$ cat config.mk
export PLATFORM = sky130hd
export DESIGN_NAME = ifetch_unit
export DESIGN_NICKNAME = d
export VERILOG_FILES = /design/src/rtl/ifetch_unit.sv
export SDC_FILE = /design/constraint.sdc
export NUM_CORES = 1
export LEC_CHECK = 0
export ABC_AREA = 1
export CAP_MARGIN = 20
export CORE_MARGIN = 8
export CORE_UTILIZATION = 50
export CTS_BUF_LIST = sky130_fd_sc_hd__clkbuf_8
export DETAILED_ROUTE_END_ITERATION = 7
export PLACE_DENSITY_LB_ADDON = 0.15
export SLEW_MARGIN = 20
export SYNTH_ARGS = -nofsm -noshare
export SYNTH_HDL_FRONTEND = slang
export SYNTH_SLANG_ARGS = --single-unit
export TNS_END_PERCENT = 1
$ cat constraint.sdc
create_clock -name clk -period 4.1 [get_ports clk]
set_input_delay 0.82 -clock clk [delete_from_list [all_inputs] [get_ports clk]]
set_output_delay 0.82 -clock clk [all_outputs]
set_load 0.03 [all_outputs]
$ cat src/rtl/ifetch_unit.sv
// Instruction fetch front end: sequential imem reads buffered in a small {inst, pc} FIFO,
// with redirect flush/discard. Define IFETCH_BYPASS_EN to forward a response straight to decode.
module ifetch_unit #(
    parameter logic [15:0] RESET_PC   = 16'h0000,
    parameter int          FIFO_DEPTH = 2
) (
    input  logic        clk,
    input  logic        reset_n,
    output logic [15:0] imem_address,
    output logic        imem_read,
    input  logic        imem_resp,
    input  logic [15:0] imem_rdata,
    output logic [15:0] inst,
    output logic [15:0] pc,
    output logic        inst_valid,
    input  logic        stall,
    input  logic        redirect,
    input  logic [15:0] redirect_target
);

    localparam int PW = $clog2(FIFO_DEPTH);
    localparam int CW = PW + 1;

    typedef enum logic [1:0] {FETCH, WAIT_SPACE, DISCARD} state_t;

    state_t        state, state_next;
    logic [15:0]   fetch_pc, fetch_pc_next;
    logic [15:0]   discard_addr, discard_addr_next;
    logic [15:0]   fifo_inst [FIFO_DEPTH];
    logic [15:0]   fifo_pc   [FIFO_DEPTH];
    logic [PW-1:0] rd_ptr, wr_ptr;
    logic [CW-1:0] count, count_next;
    logic [15:0]   target;
    logic          resp_hit, bypass_hit, push, pop, full_next;

    assign target   = redirect_target & 16'hFFFE;
    assign resp_hit = reset_n && (state == FETCH) && imem_resp;

`ifdef IFETCH_BYPASS_EN
    assign bypass_hit = resp_hit && !redirect && (count == '0) && !stall;
`else
    assign bypass_hit = 1'b0;
`endif

    // A redirect drops any response that lands in the same cycle.
    assign push = resp_hit && !redirect && !bypass_hit;
    assign pop  = (count != '0) && !stall;

    always_comb begin
        count_next = count;
        if (redirect)
            count_next = '0;
        else if (push && !pop)
            count_next = count + CW'(1);
        else if (!push && pop)
            count_next = count - CW'(1);
    end

    assign full_next = (count_next == CW'(FIFO_DEPTH));

    always_comb begin
        state_next        = state;
        fetch_pc_next     = fetch_pc;
        discard_addr_next = discard_addr;
        case (state)
            FETCH: begin
                if (redirect) begin
                    fetch_pc_next = target;
                    if (!imem_resp) begin
                        state_next        = DISCARD;
                        discard_addr_next = fetch_pc;
                    end
                end else if (imem_resp) begin
                    fetch_pc_next = fetch_pc + 16'd2;
                    if (full_next)
                        state_next = WAIT_SPACE;
                end
            end
            WAIT_SPACE: begin
                if (redirect) begin
                    state_next    = FETCH;
                    fetch_pc_next = target;
                end else if (!full_next) begin
                    state_next = FETCH;
                end
            end
            DISCARD: begin
                // The old request stays on the bus until memory answers it.
                if (redirect)
                    fetch_pc_next = target;
                else if (imem_resp)
                    state_next = FETCH;
            end
            default: state_next = FETCH;
        endcase
    end

    always_ff @(posedge clk or negedge reset_n) begin
        if (!reset_n) begin
            state        <= FETCH;
            fetch_pc     <= RESET_PC;
            discard_addr <= RESET_PC;
            count        <= '0;
            rd_ptr       <= '0;
            wr_ptr       <= '0;
        end else begin
            state        <= state_next;
            fetch_pc     <= fetch_pc_next;
            discard_addr <= discard_addr_next;
            count        <= count_next;
            if (redirect) begin
                rd_ptr <= '0;
                wr_ptr <= '0;
            end else begin
                if (push)
                    wr_ptr <= wr_ptr + PW'(1);
                if (pop)
                    rd_ptr <= rd_ptr + PW'(1);
            end
        end
    end

    always_ff @(posedge clk) begin
        if (push) begin
            fifo_inst[wr_ptr] <= imem_rdata;
            fifo_pc[wr_ptr]   <= fetch_pc;
        end
    end

    always_comb begin
        inst       = 16'h0000;
        pc         = 16'h0000;
        inst_valid = 1'b0;
        if (count != '0) begin
            inst_valid = 1'b1;
            inst       = fifo_inst[rd_ptr];
            pc         = fifo_pc[rd_ptr];
        end else if (bypass_hit) begin
            inst_valid = 1'b1;
            inst       = imem_rdata;
            pc         = fetch_pc;
        end
    end

    assign imem_read    = reset_n && (state != WAIT_SPACE);
    assign imem_address = (state == DISCARD) ? discard_addr : fetch_pc;

endmodule

==> results.json <==
{
  "cp.required_ns": 3.28,
  "synth_cell_types": 35,
  "max-cap-violations": 0,
  "io_pins": 87,
  "final_util_pct": 64.2,
  "drt_first_pass_iters": 5,
  "end_kind": "primary output",
  "grt_pass1_wl_mm": 17.0,
  "worst_slew_margin_rel_pct": 40.2,
  "max_freq_ghz": 0.294,
  "cts_buffers": 9,
  "final_common_cell": "o21ai_0",
  "worst_clock_skew_ns": 0.0119,
  "numClockSinks": 98,
  "crit_fanout": 31,
  "h-tree-depth": 3,
  "vias_per_cell": 5.31,
  "vias": 3470,
  "fin_nets": 583,
  "worst_pin_slew_ns": 0.897,
  "ys_ff_latch": 98,
  "reg2regPathDepth": 7,
  "initialDrtViolationCount": 195,
  "diodes": 0,
  "syn2layout_area_growth_pct": 25.0,
  "outcome": "finished, final reports clean",
  "place.gp.congestion": 0.857,
  "yosys.area.top_type": "edfxtp_1",
  "drv_slew": 0,
  "ys_seq_area_share_pct": 61.7,
  "ys_async_sr_fraction_pct": 36.7,
  "rsz0062_at_grt": "no",
  "min_period_ns": 3.40,
  "min_period_over_period_pct": 83.0,
  "hold_violations": 0,
  "clkTransAtPathRegs_ns": 0.09,
  "worstSetupStartpointType": "register",
  "holdWs_ns": 0.496,
  "cts_resized": 0,
  "fp-row-count": 34,
  "timing.rr.end": "fetch_pc[9]$_DFFE_PN0P_",
  "io_buffers": 83,
  "root_buffer": "clkbuf_8",
  "synth-edff-count": 62,
  "netlist_instances": 461,
  "ctsHoldBuffers": 0,
  "avgSynthCellArea_sq_um": 9.72,
  "worst-r2r-setup-slack_ns": 1.81,
  "wl_per_cell_um": 15.4,
  "min_delay_path_depth": 2,
  "antenna_found_initial": 0,
  "grt.overflow.total": 0,
  "die_x_um": 111,
  "arrival_ns": 2.58,
  "synthFlopType": "edfxtp_1",
  "min_from": "discard_addr[3]$_DFFE_PN0P_",
  "core_area_sq_um": 8720,
  "die_y_um": 111,
  "min_to": "discard_addr[3]$_DFFE_PN0P_",
  "synth_top_area_share_pct": 41.6,
  "dp_hpwl_mm": 6.98,
  "start_util_pct": 51.4,
  "routed_wirelength_mm": 10.0,
  "grt.total_usage_pct": 16.7,
  "remaining_drc_errors": 0,
  "power_density_nw_per_um2": 696,
  "cts_tree": "done",
  "synth_warnings": 0,
  "insertion_delay_ns": 0.36,
  "clock_path_buffers": 2,
  "min_path_type": "reg2reg",
  "post-cts-setup-buffers": 0,
  "dieArea_sq_um": 12200,
  "leakage_nw": 2.25,
  "grt_pass1_vias": 3524,
  "ant_nets": 0,
  "synth_area_leaders": "edfxtp_1 (42%), dfrtp_1 (20%), o21ai_0 (9.3%)",
  "rr_startpoint": "state[0]$_DFFE_PN0P_",
  "syn_area_sq_um": 4480,
  "finalSetupViolations": 0,
  "tns_ns": 0,
  "grt_max_degree": 39,
  "path_class": "reg2out",
  "ir_drop_mv": 0.498,
  "n_fill_cell": 732,
  "most-common-layout-cells": "o21ai_0 (83), nor2_1 (82), clkdlybuf4s50_1 (82), nand2_1 (66), edfxtp_1 (62)",
  "layout-drive-gt1-share_pct": 8.06
}
state kept, by name (all words and copies together) (netlist names):
register	count
fifo_inst	32
fifo_pc	30
discard_addr	15
fetch_pc	15
count	2
state	2
rd_ptr	1
wr_ptr	1
synth_stat cells, types with 2 or more instances:
cell,number
nor4_1,2
a22oi_1,2
nand3_2,5
a21oi_1,9
nand2_1,66
inv_1,37
nand2_2,5
nor2_4,2
nand4_1,5
ha_1,5
a31oi_1,2
nor2_1,84
edfxtp_1,62
buf_4,4
inv_2,3
nor3_1,2
o22ai_1,3
o21ai_0,83
nand3_1,13
clkbuf_1,16
o21ai_1,2
dfrtp_1,36
kinds of logic after synthesis:
kind of cell               synth area share, %
buffers and inverters                     5.56
DFF                                       61.7
and+or+nand+nor                           18.8
AOI/OAI and AO/OA                         12.3
adders and majority gates                 1.40
xor gates and xnor gates                 0.196
other                                   0.0837
final cells by class:
| class | instances | area [sq um] | share of cell area [%] |
|---|---|---|---|
| Clock buffer | 9 | 124 | 2.21 |
| Inverter | 40 | 150 | 2.68 |
| Timing Repair Buffer | 90 | 878 | 15.7 |
| Clock inverter | 7 | 70.1 | 1.25 |
| Tap cell | 108 | 135 | 2.41 |
| Multi-Input combinational cell | 302 | 1480 | 26.4 |
| Sequential cell | 98 | 2760 | 49.3 |
layer usage:
metal | share of wire [%] | track usage [%] | wire [um]
met2 | 45 | 25.7 | 4540
met1 | 48 | 22.3 | 4790
met4 | 1.0 | 5.41 | 102
met5 | 0 | 0 | 0
met3 | 6.1 | 4.76 | 616
worst max-delay path, cell delays in order, from the launching register on:
cell             delay (ns)
dfrtp_1                0.43
inv_1                  0.10
ha_1                   0.75
nand2_1                0.09
o21ai_0                0.14
clkdlybuf4s50_1        0.72
power by group:
group	internal [mW]	switching (mW)
Sequential	1.30	0.178
Combinational	0.651	1.16
Clock	0.281	0.330
how the worst max path moves through the flow:
stage / from / to / slack [ns] / depth (start not counted)
global placement: redirect / fetch_pc[9]$_DFFE_PN0P_ / 1.05 / 8
CTS: state[0]$_DFFE_PN0P_ / imem_address[3] / 0.69 / 5
floorplan: redirect / fifo_inst[0][0]$_DFFE_PP_ / 1.27 / 3
finish: state[0]$_DFFE_PN0P_ / imem_address[5] / 0.70 / 5
detailed placement: redirect / fetch_pc[9]$_DFFE_PN0P_ / 1.03 / 8
global route: state[0]$_DFFE_PN0P_ / imem_address[5] / 0.44 / 5
metrics by stage:
step / power (mW) / setup slack [ns] / cells / cell area [sq um]
6_report: 3.90 / 0.699 / 654 / 5600
5_1_grt: 4.19 / 0.442 / 654 / 5600
4_1_cts: 3.93 / 0.691 / 654 / 5600
3_5_place_dp: 3.31 / 1.03 / 638 / 5400
3_3_place_gp: 3.26 / 1.05 / 638 / 5400
2_1_floorplan: 2.63 / 1.27 / 462 / 4480
Power figures use the tool's default switching activity.
